==> config.mk <==
export PLATFORM = sky130hd
export DESIGN_NAME = stage_ma
export DESIGN_NICKNAME = d
export VERILOG_FILES = /design/src/rtl/stage_ma.sv
export SDC_FILE = /design/constraint.sdc
export NUM_CORES = 1
export LEC_CHECK = 0
export CORE_AREA = 2 2 126 128
export CTS_CLUSTER_DIAMETER = 80
export DETAILED_ROUTE_END_ITERATION = 7
export DIE_AREA = 0 0 128 130
export MAX_ROUTING_LAYER = met4
export PLACE_DENSITY = 0.69
export SETUP_SLACK_MARGIN = 0.1
export SLEW_MARGIN = 25
export SYNTH_ARGS = -nofsm -noshare
export SYNTH_HDL_FRONTEND = slang
export SYNTH_SLANG_ARGS = --single-unit
==> constraint.sdc <==
create_clock -name clk -period 2 [get_ports clk]
set_input_delay 0.2 -clock clk [delete_from_list [all_inputs] [get_ports clk]]
set_output_delay 0.2 -clock clk [all_outputs]
set_load 0.1 [all_outputs]
==> src/rtl/stage_ma.sv <==
// Memory-access stage: issues loads/stores on a req/gnt/rvalid data port,
// aligns/extends load data and fills the MA-WB pipeline register.
package stage_ma_pkg;

  typedef struct packed {
    logic        valid;
    logic [31:0] alu_result;
    logic [31:0] dmem_data;
    logic        dmem_rd_en;
    logic        dmem_wr_en;
    logic [1:0]  dmem_size;
    logic        dmem_sign;
    logic        reg_wr_en;
    logic [1:0]  reg_wr_sel;
    logic [4:0]  reg_wr_addr;
    logic [31:0] pc_plus_four;
  } ex_ma_reg_t;

  typedef struct packed {
    logic        valid;
    logic        reg_wr_en;
    logic [1:0]  reg_wr_sel;
    logic [4:0]  reg_wr_addr;
    logic [31:0] alu_result;
    logic [31:0] pc_plus_four;
    logic [31:0] load_data;
  } ma_wb_reg_t;

  typedef enum logic [1:0] {
    ST_IDLE   = 2'd0,
    ST_REQ    = 2'd1,
    ST_WAIT_R = 2'd2
  } ma_state_e;

endpackage

// Handshake: dmem_req_o is held with identical addr/we/be/wdata until the
// cycle dmem_gnt_i is high; a load's data arrives on dmem_rvalid_i in a later
// cycle. rvalid outside WAIT_R is ignored.
module stage_ma
  import stage_ma_pkg::*;
#(
  parameter int XLEN = 32
) (
  input  logic            clk,
  input  logic            rst_ni,
  input  ex_ma_reg_t      ex_ma_i,
  output logic            dmem_req_o,
  output logic            dmem_we_o,
  output logic [XLEN-1:0] dmem_addr_o,
  output logic [3:0]      dmem_be_o,
  output logic [XLEN-1:0] dmem_wdata_o,
  input  logic            dmem_gnt_i,
  input  logic            dmem_rvalid_i,
  input  logic [XLEN-1:0] dmem_rdata_i,
  output logic            ma_stall_o,
  output logic            misalign_o,
  output ma_wb_reg_t      ma_wb_reg_o,
  output logic [1:0]      dbg_state
);

  ma_state_e       state;
  ma_wb_reg_t      wb_q;
  logic [1:0]      ofs;
  logic            access_rq;
  logic            misalign;
  logic            acc;
  logic            is_store;
  logic            is_load;
  logic            req;
  logic            complete;
  logic            stall;
  logic [3:0]      be;
  logic [XLEN-1:0] wdata;
  logic [XLEN-1:0] shifted;
  logic [XLEN-1:0] load_ext;

  assign ofs       = ex_ma_i.alu_result[1:0];
  assign access_rq = ex_ma_i.valid & (ex_ma_i.dmem_rd_en | ex_ma_i.dmem_wr_en);

  always_comb begin
    misalign = 1'b0;
    if (access_rq) begin
      case (ex_ma_i.dmem_size)
        2'b00:   misalign = 1'b0;
        2'b01:   misalign = ofs[0];
        2'b10:   misalign = |ofs;
        default: misalign = 1'b1;
      endcase
    end
  end

  assign acc      = access_rq & ~misalign;
  assign is_store = acc & ex_ma_i.dmem_wr_en;
  assign is_load  = acc & ~ex_ma_i.dmem_wr_en;

  always_comb begin
    be    = 4'b1111;
    wdata = ex_ma_i.dmem_data;
    case (ex_ma_i.dmem_size)
      2'b00: begin
        be    = 4'b0001 << ofs;
        wdata = {4{ex_ma_i.dmem_data[7:0]}};
      end
      2'b01: begin
        be    = 4'b0011 << ofs;
        wdata = {2{ex_ma_i.dmem_data[15:0]}};
      end
      default: begin
        be    = 4'b1111;
        wdata = ex_ma_i.dmem_data;
      end
    endcase
  end

  // The request is live in IDLE (first cycle) and REQ (waiting for grant).
  assign req      = acc & (state != ST_WAIT_R);
  assign complete = (is_store & req & dmem_gnt_i) | ((state == ST_WAIT_R) & dmem_rvalid_i);
  assign stall    = acc & ~complete;

  // Reset gates the handshake outputs so an abandoned access drops at once.
  assign dmem_req_o   = req & rst_ni;
  assign dmem_we_o    = is_store & rst_ni;
  assign dmem_addr_o  = {ex_ma_i.alu_result[XLEN-1:2], 2'b00};
  assign dmem_be_o    = be;
  assign dmem_wdata_o = wdata;
  assign ma_stall_o   = stall & rst_ni;
  assign misalign_o   = misalign & rst_ni;
  assign dbg_state    = state;

  always_ff @(posedge clk or negedge rst_ni) begin
    if (!rst_ni) begin
      state <= ST_IDLE;
    end else begin
      case (state)
        ST_IDLE, ST_REQ: begin
          if (acc) begin
            if (dmem_gnt_i) state <= is_store ? ST_IDLE : ST_WAIT_R;
            else            state <= ST_REQ;
          end else begin
            state <= ST_IDLE;
          end
        end
        ST_WAIT_R: begin
          if (dmem_rvalid_i) state <= ST_IDLE;
        end
        default: state <= ST_IDLE;
      endcase
    end
  end

  // dmem_sign=1 selects zero extension (mirrors funct3[2]).
  assign shifted = dmem_rdata_i >> {ofs, 3'b000};

  always_comb begin
    load_ext = shifted;
    case (ex_ma_i.dmem_size)
      2'b00: load_ext = ex_ma_i.dmem_sign ? {24'b0, shifted[7:0]}
                                          : {{24{shifted[7]}}, shifted[7:0]};
      2'b01: load_ext = ex_ma_i.dmem_sign ? {16'b0, shifted[15:0]}
                                          : {{16{shifted[15]}}, shifted[15:0]};
      default: load_ext = shifted;
    endcase
  end

  always_ff @(posedge clk or negedge rst_ni) begin
    if (!rst_ni) begin
      wb_q <= '0;
    end else begin
      wb_q.reg_wr_sel   <= ex_ma_i.reg_wr_sel;
      wb_q.reg_wr_addr  <= ex_ma_i.reg_wr_addr;
      wb_q.alu_result   <= ex_ma_i.alu_result;
      wb_q.pc_plus_four <= ex_ma_i.pc_plus_four;
      if (stall) begin
        wb_q.valid     <= 1'b0;
        wb_q.reg_wr_en <= 1'b0;
        wb_q.load_data <= '0;
      end else begin
        wb_q.valid     <= ex_ma_i.valid;
        wb_q.reg_wr_en <= ex_ma_i.reg_wr_en & ~misalign;
        wb_q.load_data <= is_load ? load_ext : '0;
      end
    end
  end

  assign ma_wb_reg_o = wb_q;

endmodule

==> flow_summary.toml <==
[status]
outcome = "complete, no violations"

[worst_setup_path]
critPathSlowestCell = "dfrtp_4"
max_stage_delay_ns = 0.47
path_max_fanout = 2
cp.required_ns = 1.80
worst-setup-path-type = "register to output pin"
path_cells = "nand2b_4 > and3_4 > a211o_1 > nor2_4 > buf_12"
arrival_ns = 1.69
start_kind = "register"
cp-end-kind = "output pin"

[final_layout]
diodes = 0
fin_util_pct = 54.7
drive_gt1_share_pct = 41.0
final_area_sq_um = 8440
nets = 785
area_growth_pct = 95.9
fin_cells = 836

[synth]
synth_area_per_cell_sq_um = 12.8
synth_flop_cell = "dfrtp_1"
seq_area_frac_synth_pct = 62.2
yosysWarningCount = 0
synth_area_sq_um = 4310
synth-edff-count = 0
async_reset_ff_share_pct = 100
postSynthCellCount = 337
synth.distinct_cells = 40
synth-seq-cells = 107

[floorplan]
coreArea_sq_um = 15400
io_pins = 325
die_h_um = 130
start_util_pct = 27.9
die-area_sq_um = 16600
die_w_um = 128
rows = 46

[detailed_routing]
detail_route.iter0.violations = 114
num_vias = 3765
routed_wl_um = 15300
routed_wire_length_per_instance_um = 18.3
drc = 0
route.detailed.vias_per_inst = 4.50
antenna_left = 0
drtPass1Iterations = 4

[power_and_ir_drop]
p_per_area_nw_per_um2 = 768
power_leakage_nw = 3.96
p_sw_share_pct = 39.2
peakVddDrop_v = 0.000394
pwr-share-seq_pct = 34.9
power.total_mw = 6.48
p_clk_share_pct = 27.2
p_switching_mw = 2.54
p_int_mw = 3.94
p_comb_share_pct = 37.9

[placement]
placed_cell_area_sq_um = 8100
hpwl_um = 12600
io_buffers = 322
gp_congestion = 0.879
place_inst = 818

[clock_network]
cts.path.max_buffers = 2
clock_sinks = 107
clock_latency_ns = 0.35
cts_max_level = 3
path_clk_slew_ns = 0.07
root_buffer = "clkbuf_16"
cts_tree = "yes"
cts_made_buffers = 9

[grt]
grt_pass1_wl_um = 22400
grt_pass1_vias = 4065
gr-usage-all-layers_pct = 18.4
antenna_found_initial = 0
grt-ovfl-total = 0
grt_max_degree = 108

[timing]
fin_crit_ns = 1.89
setup_viol = 0
max_slew_margin_pct = 61.1
hold_viol_final = 0
rsz0062_at_grt = "yes"
finalCritPeriodShare_pct = 94.7
fin_hold_ws_ns = 0.0747
finalMaxSlewViolations = 0
tightest_slew_ns = 0.583
fmax_ghz = 0.528
skew_ns = 0.00462

[flow_run]
cap_violations = 0

[worst_hold_path]
hp-class = "input port to register"
-- what timing repair did --
| item | 4_1_cts | 5_1_grt |
|---|---|---|
| buffers inserted | 1 | 0 |
| hold buffers | 1 | 0 |
| resized for setup | 6 | 3 |
| endpoints found under the setup margin | 14 | 2 |
| pin swaps | 2 | 1 |
| hold endpoints to repair | 107 | 0 |
-- power groups by stage --
stage / Sequential, mW / Clock [mW] / Combinational (mW)
finish: 2.27 / 1.76 / 2.46
global route: 2.27 / 1.90 / 2.53
CTS: 2.27 / 1.82 / 2.47
detailed placement: 2.31 / 0 / 2.46
global placement: 2.31 / 0 / 2.45
floorplan: 2.90 / 0 / 0.936
-- area by class of cell --
| cell class | instances | area, sq um |
|---|---|---|
| multi-input combinational | 172 | 1330 |
| clock inverter | 7 | 78.8 |
| inverter | 2 | 7.51 |
| fill | 1324 | 6990 |
| clock buffer | 9 | 225 |
| timing repair buffer | 347 | 3880 |
| tap | 192 | 240 |
| sequential | 107 | 2680 |
-- synthesized netlist by cell type (2+ instances only) --
master / n / area [sq um]
dfrtp_1: 107 / 2680
buf_4: 41 / 308
o21ai_0: 26 / 130
mux2i_1: 25 / 250
mux2_2: 17 / 191
nor2_1: 15 / 56.3
a211oi_1: 14 / 105
nand2_1: 10 / 37.5
a21oi_1: 9 / 45.0
nor2b_1: 9 / 56.3
a21o_1: 8 / 60.1
clkbuf_1: 8 / 30.0
and2_1: 5 / 31.3
buf_2: 5 / 25.0
nor3_1: 4 / 20.0
and2_0: 3 / 18.8
nand2b_1: 3 / 18.8
or2_2: 3 / 18.8
and3_1: 2 / 12.5
buf_6: 2 / 22.5
inv_1: 2 / 7.51
-- path summary, 6_finish.rpt --
path	startpoint	endpoint	slack, ns	cells after the start
max in group asynchronous	rst_ni	ma_wb_reg_o[71]$_DFF_PN0_	1.02	3
max	dbg_state[0]$_DFFE_PN0P_	ma_stall_o	0.11	5
min reg2reg	dbg_state[1]$_DFFE_PN0P_	dbg_state[0]$_DFFE_PN0P_	0.53	1
min	ex_ma_i[77]	ma_wb_reg_o[64]$_DFF_PN0_	0.07	1
max reg2reg	dbg_state[0]$_DFFE_PN0P_	ma_wb_reg_o[22]$_DFF_PN0_	0.24	5
min in group asynchronous	rst_ni	ma_wb_reg_o[104]$_DFF_PN0_	0.51	3
-- metal layers --
layer | share of wire, % | wire (um) | track usage, % | vias up
met5 | 0 | 0 | - | -
met4 | 2.5 | 385 | 6.98 | 0
met3 | 8.8 | 1340 | 5.21 | 24
met2 | 53 | 8080 | 33.1 | 218
met1 | 36 | 5470 | 19.2 | 1807
li1 | - | - | - | 1716
-- cells in the final DEF (no fill, tap or decap), types with 2 or more instances in the layout --
master	Yosys	layout
mux2_2	17	17
inv_1	2	2
a21o_1	8	8
or2_2	3	2
a21oi_1	9	9
clkdlybuf4s50_1	0	140
inv_6	0	4
nand2_1	10	10
a211oi_1	14	14
dlygate4sd2_1	0	3
clkinv_8	0	2
mux2i_1	25	25
dfrtp_1	107	105
buf_12	0	73
nor2_1	15	13
o21ai_2	0	8
conb_1	1	2
nor2_4	0	2
buf_4	41	128
and2_0	3	3
nand2b_1	3	2
nor3_1	4	2
and2_1	5	5
o21ai_0	26	18
nor2b_1	9	8
clkbuf_16	0	9
nor3_4	0	2
-- critical path, delay by kind of cell, from the launching register on --
kind | cells | cell delay, ns
buffers and inverters | 1 | 0.18
AOI/OAI and AO/OA | 1 | 0.27
DFF | 1 | 0.47
and+or+nand+nor | 3 | 0.42
-- state kept, by name, indices dropped and copies added, names as in the netlist --
name         count
ma_wb_reg_o    105
dbg_state        2
-- kinds of logic after synthesis --
logic type	share of synthesized area, %
multiplexers	10.3
AND/OR/NAND/NOR	8.10
flip-flops	62.2
other	0.0870
buffers and inverters	9.21
AO/OA/AOI/OAI	9.99
XOR/XNOR	0.203
-- through the flow --
| step | setup WS, ns | setup TNS [ns] |
|---|---|---|
| global route | 0.0684 | 0 |
| global placement | -0.0198 | -0.155 |
| finish | 0.107 | 0 |
| detailed placement | -0.114 | -0.834 |
| floorplan | 0.0529 | 0 |
| CTS | 0.0496 | 0 |
(Power assumes the default switching activity.)
